===== src/rtl/assert_ctl_responder.sv =====
// assert_ctl_responder
//
// Responder side of the assertion-control path. It takes ON/OFF/KILL
// commands over a valid/ready channel and keeps a per-scope enable mask.
// Incoming failure events are filtered against that mask. Accepted failures
// are counted per scope and queued as reports for a downstream logger.
//
// Ports:
//   clk, rst_n            clock (rising edge), asynchronous active-low reset
//   ctl_valid/ctl_ready   command handshake; at most one command every 2 cycles
//   ctl_op, ctl_mask      command code (0 ON, 1 OFF, 2 KILL, 3 no-op) and scopes
//   fail_valid/fail_scope assertion failure event; there is no backpressure
//   rpt_valid/rpt_ready   report handshake toward the logger
//   rpt_scope, rpt_count  head report: scope and its count after this failure
//   enabled               current enable mask
//   drop_cnt              failures lost to a full report FIFO (saturating)

module assert_ctl_responder #(
  parameter int NSCOPE  = 8,
  parameter int SCOPE_W = $clog2(NSCOPE),
  parameter int CNT_W   = 16,
  parameter int DEPTH   = 4
) (
  input  logic               clk,
  input  logic               rst_n,
  input  logic               ctl_valid,
  output logic               ctl_ready,
  input  logic [1:0]         ctl_op,
  input  logic [NSCOPE-1:0]  ctl_mask,
  input  logic               fail_valid,
  input  logic [SCOPE_W-1:0] fail_scope,
  output logic               rpt_valid,
  input  logic               rpt_ready,
  output logic [SCOPE_W-1:0] rpt_scope,
  output logic [CNT_W-1:0]   rpt_count,
  output logic [NSCOPE-1:0]  enabled,
  output logic [CNT_W-1:0]   drop_cnt
);

  localparam int AW = $clog2(DEPTH);
  localparam logic [1:0] OP_ON   = 2'd0;
  localparam logic [1:0] OP_OFF  = 2'd1;
  localparam logic [1:0] OP_KILL = 2'd2;

  typedef enum logic {IDLE, GAP} state_t;

  state_t             state_q, state_d;
  logic [NSCOPE-1:0]  enabled_q, enabled_d;
  logic [CNT_W-1:0]   cnt_q [NSCOPE];
  logic [CNT_W-1:0]   cnt_d [NSCOPE];
  logic [CNT_W-1:0]   drop_q, drop_d;
  logic [SCOPE_W-1:0] fifo_scope_q [DEPTH];
  logic [SCOPE_W-1:0] fifo_scope_d [DEPTH];
  logic [CNT_W-1:0]   fifo_cnt_q [DEPTH];
  logic [CNT_W-1:0]   fifo_cnt_d [DEPTH];
  logic [DEPTH-1:0]   fifo_kill_q, fifo_kill_d;
  logic [AW:0]        wr_ptr_q, wr_ptr_d, rd_ptr_q, rd_ptr_d;

  logic               ctl_accept;
  logic [NSCOPE-1:0]  kill_mask;
  logic               fifo_empty, fifo_full, head_killed, pop;
  logic               fail_hit, push_req, push;
  logic [CNT_W-1:0]   new_cnt;
  logic [AW-1:0]      rd_idx, wr_idx;

  // Control FSM: IDLE accepts a command, GAP always follows an accept.
  always_comb begin
    state_d   = state_q;
    ctl_ready = 1'b0;
    case (state_q)
      IDLE: begin
        ctl_ready = 1'b1;
        if (ctl_valid) state_d = GAP;
      end
      GAP:     state_d = IDLE;
      default: state_d = IDLE;
    endcase
  end

  always_comb begin
    ctl_accept = ctl_valid & ctl_ready;
    kill_mask  = (ctl_accept && ctl_op == OP_KILL) ? ctl_mask : '0;

    enabled_d = enabled_q;
    if (ctl_accept) begin
      case (ctl_op)
        OP_ON:   enabled_d = enabled_q | ctl_mask;
        OP_OFF:  enabled_d = enabled_q & ~ctl_mask;
        OP_KILL: enabled_d = enabled_q & ~ctl_mask;
        default: enabled_d = enabled_q;
      endcase
    end

    // Pointers carry one extra wrap bit to tell full from empty.
    rd_idx      = rd_ptr_q[AW-1:0];
    wr_idx      = wr_ptr_q[AW-1:0];
    fifo_empty  = (wr_ptr_q == rd_ptr_q);
    fifo_full   = (wr_ptr_q[AW] != rd_ptr_q[AW]) && (wr_idx == rd_idx);
    head_killed = !fifo_empty && fifo_kill_q[rd_idx];
    rpt_valid   = !fifo_empty && !fifo_kill_q[rd_idx];
    rpt_scope   = fifo_scope_q[rd_idx];
    rpt_count   = fifo_cnt_q[rd_idx];
    pop         = (rpt_valid && rpt_ready) || head_killed;

    // A KILL on the failing scope in the same cycle overrides the failure.
    fail_hit = fail_valid && enabled_q[fail_scope];
    push_req = fail_hit && !kill_mask[fail_scope];
    push     = push_req && (!fifo_full || pop);
    new_cnt  = (cnt_q[fail_scope] == '1) ? cnt_q[fail_scope]
                                         : cnt_q[fail_scope] + CNT_W'(1);

    for (int i = 0; i < NSCOPE; i++) begin
      cnt_d[i] = kill_mask[i] ? '0 : cnt_q[i];
    end
    if (push_req) cnt_d[fail_scope] = new_cnt;

    drop_d = drop_q;
    if (push_req && !push && drop_q != '1) drop_d = drop_q + CNT_W'(1);

    // The entry popped this cycle may also get marked, but it is leaving, so
    // the report already handed over is unaffected. A push into the slot
    // being freed overwrites the mark with a fresh, unkilled entry.
    fifo_scope_d = fifo_scope_q;
    fifo_cnt_d   = fifo_cnt_q;
    fifo_kill_d  = fifo_kill_q;
    for (int i = 0; i < DEPTH; i++) begin
      if (kill_mask[fifo_scope_q[i]]) fifo_kill_d[i] = 1'b1;
    end
    if (push) begin
      fifo_scope_d[wr_idx] = fail_scope;
      fifo_cnt_d[wr_idx]   = new_cnt;
      fifo_kill_d[wr_idx]  = 1'b0;
    end

    wr_ptr_d = push ? wr_ptr_q + 1'b1 : wr_ptr_q;
    rd_ptr_d = pop  ? rd_ptr_q + 1'b1 : rd_ptr_q;
  end

  always_ff @(posedge clk or negedge rst_n) begin
    if (!rst_n) begin
      state_q     <= IDLE;
      enabled_q   <= '1;
      drop_q      <= '0;
      fifo_kill_q <= '0;
      wr_ptr_q    <= '0;
      rd_ptr_q    <= '0;
      for (int i = 0; i < NSCOPE; i++) cnt_q[i] <= '0;
      for (int i = 0; i < DEPTH; i++) begin
        fifo_scope_q[i] <= '0;
        fifo_cnt_q[i]   <= '0;
      end
    end else begin
      state_q      <= state_d;
      enabled_q    <= enabled_d;
      drop_q       <= drop_d;
      fifo_kill_q  <= fifo_kill_d;
      wr_ptr_q     <= wr_ptr_d;
      rd_ptr_q     <= rd_ptr_d;
      cnt_q        <= cnt_d;
      fifo_scope_q <= fifo_scope_d;
      fifo_cnt_q   <= fifo_cnt_d;
    end
  end

  assign enabled  = enabled_q;
  assign drop_cnt = drop_q;

endmodule


===== config.mk =====
export PLATFORM = sky130hd
export DESIGN_NAME = assert_ctl_responder
export DESIGN_NICKNAME = d
export VERILOG_FILES = /design/src/rtl/assert_ctl_responder.sv
export SDC_FILE = /design/constraint.sdc
export NUM_CORES = 1
export LEC_CHECK = 0
export ABC_AREA = 1
export CORE_MARGIN = 3
export CORE_UTILIZATION = 47
export CTS_CLUSTER_DIAMETER = 150
export DETAILED_ROUTE_END_ITERATION = 10
export PLACE_DENSITY = 0.68
export SLEW_MARGIN = 5
export SYNTH_ARGS = -nofsm -noshare
export SYNTH_HDL_FRONTEND = slang
export SYNTH_SLANG_ARGS = --single-unit

===== constraint.sdc =====
create_clock -name clk -period 3.5 [get_ports clk]
set_clock_uncertainty 0.05 [all_clocks]
set_input_delay 0.7 -clock clk [delete_from_list [all_inputs] [get_ports clk]]
set_output_delay 0.7 -clock clk [all_outputs]
set_load 0.02 [all_outputs]

==> results of run 1 <==
==> synthesized netlist by cell type, drive strengths merged, types with 6 or more instances <==
cell type	number
nand3	192
dfrtp	231
nand4	9
ha	9
nor2	90
inv	86
o22ai	16
a21oi	31
o21bai	13
xor2	17
nand2	819
xnor2	6
clkbuf	30
dfstp	8
a31oi	11
nor3	10
o21ai	99
buf	80
==> final cells by class <==
type | count | share of cell area (%)
clock buffer | 36 | 4.94
clock inverter | 14 | 1.15
inverter | 87 | 2.18
multi-input combinational | 1336 | 39.4
sequential | 239 | 39.4
tap | 341 | 2.81
timing repair buffer | 156 | 10.1
==> logic make-up (layout without fill, tap and decap cells) <==
logic type               after synthesis  after routing  synth area share [%]
adder cells (fa/ha/maj)                9              9                 0.872
AND/OR/NAND/NOR                     1128           1128                  36.4
XOR/XNOR                              23             23                  1.56
AO/OA/AOI/OAI                        176            176                  7.51
flip-flops                           239            239                  46.4
buffers and inverters                197            293                  7.29
==> power by group through the flow <==
| stage | clock network (mW) | registers, mW | logic, mW |
|---|---|---|---|
| global placement | 0 | 3.39 | 2.63 |
| finish | 2.93 | 3.37 | 2.68 |
| CTS | 2.98 | 3.36 | 2.69 |
| global route | 3.10 | 3.41 | 2.95 |
| floorplan | 0 | 3.38 | 1.63 |
| detailed placement | 0 | 3.41 | 2.67 |
==> repair_timing <==
action,in CTS,in global routing
endpoints found under the setup margin,0,1
gates resized for setup,0,1
endpoints found under the hold margin,0,0
setup buffers,0,0
==> registers in the layout (all words and copies together) (netlist names), named ones only <==
| name | cells |
|---|---|
| fifo_cnt_q | 64 |
| state_q | 1 |
| cnt_q | 128 |
| wr_ptr_q | 3 |
| drop_cnt | 16 |
| fifo_scope_q | 12 |
| fifo_kill_q | 4 |
| rd_ptr_q | 3 |
==> cells in the final DEF, fill, tap and decap left out, drive strengths merged, types with 2 or more instances in the layout <==
cell type / count
a21oi: 31
a31oi: 11
buf: 96
bufinv: 3
clkbuf: 36
clkdlybuf4s50: 60
clkinv: 8
clkinvlp: 3
dfrtp: 231
dfstp: 8
ha: 9
inv: 87
nand2: 819
nand3: 192
nand4: 9
nor2: 90
nor3: 10
nor4: 2
o21ai: 99
o21bai: 13
o221ai: 4
o22ai: 16
or2: 4
xnor2: 6
xor2: 17
==> worst max-delay path, stage by stage (launching register included) <==
cell	delay, ns
dfrtp_1	0.37
inv_1	0.47
buf_4	0.28
a21oi_1	0.06
a21oi_1	0.21
clkdlybuf4s50_1	0.64
==> stage by stage <==
step	hold WS, ns	util, %	power [mW]	worst slack (ns)	instance area, µm²
after global placement	0.407	52.9	6.02	-0.0777	14300
after global routing	0.125	56.3	9.46	0.0429	15200
after floorplan	0.354	-	5.02	0.733	12900
after detailed placement	0.411	52.9	6.07	-0.170	14300
after CTS	0.111	56.3	9.03	0.147	15200
final	0.0765	56.3	8.98	0.169	15200
==> per-layer routing <==
metal	share of wire, %	wire length [µm]
met2	47	17300
met3	6.5	2400
met4	1.8	677
met5	0	0
met1	45	16400
==> worst max path at each step <==
| stage | startpoint | to | cells after the start |
|---|---|---|---|
| floorplan | fail_scope[0] | cnt_q[19] | 19 |
| global placement | fail_scope[1] | fifo_cnt_q[8] | 14 |
| detailed placement | fail_scope[1] | fifo_cnt_q[8] | 14 |
| CTS | rd_ptr_q[0] | rpt_count[12] | 4 |
| global route | rd_ptr_q[1] | rpt_scope[0] | 5 |
| finish | rd_ptr_q[1] | rpt_scope[0] | 5 |
==> flow_summary.toml, run 1 <==
[outcome]
status = "complete, no violations"

[drt]
ant_nets = 0
dr.pass1.iters = 5
wire_per_inst_um = 16.6
drt_iter0_drc = 1241
wirelength_mm = 36.8
viasPerCell = 5.40
drcViolationCount = 0
via_count = 11920

[cells_and_area]
multi_input_area_mm2 = 0.00598
nNetsFinal = 1874
fin_cells = 2209
fill_cells = 2519
layout-drive-gt1-share_pct = 10.4
antennaDiodeCount = 0
ff_latch_area_mm2 = 0.00599
area_delta_synth_final_pct = 17.6

[sta]
grt_setup_unrepaired = "false"
finalHoldViolCount = 0
tns_ns = 0
drv_slew = 0
fmax_ghz = 0.300
finalCritPeriodShare_pct = 95.2
post-route-min-period_ns = 3.33
worst_pin_slew_ns = 1.11
setup_viol_count_final = 0
slew-limit-headroom_pct = 25.4

[clock_tree]
insertion_delay_ns = 0.55
clkSinkCount = 239
clk_pin_slew_ns = 0.06
cts_buffer_depth = 3
ctsHoldBuffers = 0
cts-htree-levels = 1
cts_buffers = 27
cts_root_buf = "clkbuf_16"
cts_tree = "done"

[critical_path]
r2r-end = "drop_cnt[10]"
critical_path_required_ns = 2.75
crit_fanout = 18
worstReg2RegStart = "rd_ptr_q[0]"
crit_path_start_kind = "flop"
end_kind = "output port"
reg2reg_slack_ns = 0.66
path_class = "reg2out"
critPathArrivalTime_ns = 2.58
r2r_cells = 11

[synth]
postSynthCellCount = 1772
ys_top_cells_by_area = "dfrtp_1 (45%), nand2_1 (24%), nand3_1 (7.1%)"
synth_top_area_share_pct = 44.8
synth_seq_area_share_pct = 46.4
ys_warn_count = 0
synth_top_flop_cell = "dfrtp_1"
synth_edf_count = 0
synth_cell_types = 43
synth_nets = 1799
synth_top_area_cell = "dfrtp_1"
postSynthAreaPerCell_um2 = 7.29
async_flop_share_pct = 100
synth-seq-cells = 239
synth.cell_area_mm2 = 0.0129

[run]
maxCapViolCount = 0

[global_routing]
met3_usage_pct = 3.08
met1_usage_pct = 35.6
grt_pass1_wl_mm = 60.8
grt_max_degree = 86
grt.total_usage_pct = 25.3
grt-ovfl-total = 0
use_met2_pct = 42.5
grt_pass1_vias = 11651
grt.busiest_layer = "met2"
antenna_found_initial = 0

[floorplan]
initial_core_util_pct = 47.9
die_area_mm2 = 0.0295
ioPinCount = 63
core.rowCount = 60
dieWidth_um = 172
core_region_area_mm2 = 0.0270
fp.dieH_um = 172

[hold_path]
hold_class = "in2async"

[placement]
place_inst = 2159
dp_hpwl_mm = 24.6
place_congestion = 0.884
place.port_buffers = 62

[pwr]
p_comb_share_pct = 29.8
swShare_pct = 34.7
switchingPower_mw = 3.12
power.leakage_nw = 8.18
p_int_mw = 5.86
ir_drop_uv = 423
power_frac_seq_pct = 37.5
pwr-share-clk_pct = 32.7
power-per-cell-area_mw_per_mm2 = 591
Note: power is estimated with default switching activity, not from simulation.
==> inputs of run 2 (changes only) <==
--- a/config.mk
+++ b/config.mk
@@ -9,6 +9,7 @@
 export CORE_MARGIN = 3
 export CORE_UTILIZATION = 47
 export CTS_CLUSTER_DIAMETER = 150
+export CTS_CLUSTER_SIZE = 10
 export DETAILED_ROUTE_END_ITERATION = 10
 export PLACE_DENSITY = 0.68
 export SLEW_MARGIN = 5
==> run 2 against run 1 <==
Against the previous run:
- critical path depth stayed put
- flip-flop and latch count stayed put
- utilization is 0.72 points lower
- sequential power hardly changed
- via count is 0.32% lower
- power is 5.0% lower
- non-clock buffer count stayed put
- final area is 1.3% lower
- clock-buffer cell count stayed put
- hold slack better by 0.0023 ns
- fmax is 0.25% higher
- largest cell class unchanged
- worst setup slack better by 0.0082 ns
==> flow_summary.toml, run 2 (synthesized netlist as in run 1, its figures left out) <==
[pwr]
power.leakage_nw = 8.09
power_mw = 8.53
ir_drop_uv = 344
power-per-cell-area_mw_per_mm2 = 569

[floorplan]
fp.dieH_um = 172
core_region_area_mm2 = 0.0270
core.rowCount = 60
ioPinCount = 63
die_area_mm2 = 0.0295
dieWidth_um = 172
initial_core_util_pct = 47.9

[critical_path]
cpPeakStageDelay_ns = 0.64
path_class = "reg2out"
startpoint = "rd_ptr_q[1]"
crit_chain = "inv_1, buf_4, a21oi_1, a21oi_1, clkdlybuf4s50_1"
worstReg2RegStart = "rd_ptr_q[0]"
reg2reg_slack_ns = 0.65
cp_common_cell = "a21oi_1"
r2r_cells = 11
critPathArrivalTime_ns = 2.57
r2r-end = "drop_cnt[10]"
crit_fanout = 18
critical_path_required_ns = 2.75
crit_end = "rpt_scope[0]"
critPathSlowestCell = "clkdlybuf4s50_1"
end_kind = "output port"
crit_path_start_kind = "flop"

[sta]
finalCritPeriodShare_pct = 94.9
worst_pin_slew_ns = 1.12
whs_ns = 0.0788
slew-limit-headroom_pct = 24.7
drv_slew = 0
tns_ns = 0
post-route-min-period_ns = 3.32
finalHoldViolCount = 0
grt_setup_unrepaired = "false"
setup_viol_count_final = 0
fmax_ghz = 0.301
worst_slack_ns = 0.178

[drt]
viasPerCell = 5.41
drt_iter0_drc = 1093
wirelength_mm = 36.7
drcViolationCount = 0
via_count = 11882
wire_per_inst_um = 16.7
ant_nets = 0
dr.pass1.iters = 5

[placement]
place_congestion = 0.884
place_inst = 2159
place_ws_ns = -0.170
place.port_buffers = 62
dp_hpwl_mm = 24.6
placed_cell_area_mm2 = 0.0143

[cells_and_area]
antennaDiodeCount = 0
ff_latch_area_mm2 = 0.00599
post-route-util_pct = 55.6
area_delta_synth_final_pct = 16.1
layout-drive-gt1-share_pct = 9.60
fill_cells = 2527
final_cell_mix = "nand2_1 (812), dfrtp_1 (231), nand3_1 (182), nor2_1 (81), buf_4 (77)"
fin_cells = 2196
final_common_cell = "nand2_1"
nNetsFinal = 1874
largest_reg_flops = 128
multi_input_area_mm2 = 0.00598
top_register = "cnt_q"
final_cell_area_mm2 = 0.0150

[clock_tree]
cts_tree = "done"
clk_pin_slew_ns = 0.06
post_cts_buffers = 0
ctsHoldBuffers = 0
cts-htree-levels = 1
cts_buffer_depth = 3
cts_root_buf = "clkbuf_16"
ctsResizeCount = 0
insertion_delay_ns = 0.55
cts_buffers = 27
clkSinkCount = 239

[global_routing]
grt-ovfl-total = 0
grt_pass1_vias = 11552
antenna_found_initial = 0
grt_max_degree = 86
grt.total_usage_pct = 25.3
grt_pass1_wl_mm = 60.8

[hold_path]
hold_class = "in2async"

[outcome]
status = "complete, no violations"

[run]
maxCapViolCount = 0
[run 2: worst min-delay path by stage]
stage | start | to | slack (ns) | cells after the start
after floorplan | rst_n | cnt_q[0] | 0.35 | 0
after global placement | state_q | state_q | 0.41 | 1
after detailed placement | state_q | state_q | 0.41 | 1
after CTS | rst_n | drop_cnt[6] | 0.12 | 1
after global routing | rst_n | drop_cnt[6] | 0.14 | 1
final | rst_n | drop_cnt[6] | 0.08 | 1
[run 2: cell type report]
cell class | instances | share of cell area [%]
clock inverter | 1 | 0.134
multi-input combinational | 1336 | 39.9
clock buffer | 36 | 4.73
tap | 341 | 2.85
inverter | 87 | 2.20
sequential | 239 | 40.0
timing repair buffer | 156 | 10.2
[run 2: report_power, final]
| part | leakage [nW] | total [mW] | internal (mW) | switching, mW |
|---|---|---|---|---|
| sequential | 3.22 | 3.37 | 3.09 | 0.283 |
| combinational | 4.52 | 2.68 | 1.04 | 1.64 |
| clock | 0.353 | 2.48 | 1.40 | 1.09 |
[run 2: critical path: cells and delay by family (launching register included)]
kind,cells,cell delay (ns)
buf+inv,3,1.38
flops,1,0.37
compound gates,2,0.28
[run 2: layer usage]
metal	vias up	track usage [%]	wire, µm
met5	-	0	0
met4	0	5.28	743
met3	67	3.33	2110
met2	359	42.3	17200
met1	5683	35.6	16700
li1	5773	-	-
==> inputs of run 3 (changes only) <==
--- a/config.mk
+++ b/config.mk
@@ -12,7 +12,6 @@
 export CTS_CLUSTER_SIZE = 10
 export DETAILED_ROUTE_END_ITERATION = 10
 export PLACE_DENSITY = 0.68
-export SLEW_MARGIN = 5
 export SYNTH_ARGS = -nofsm -noshare
 export SYNTH_HDL_FRONTEND = slang
 export SYNTH_SLANG_ARGS = --single-unit
==> results of run 3 <==
No change in the layout: final DEF, timing and power equal those of run 2.
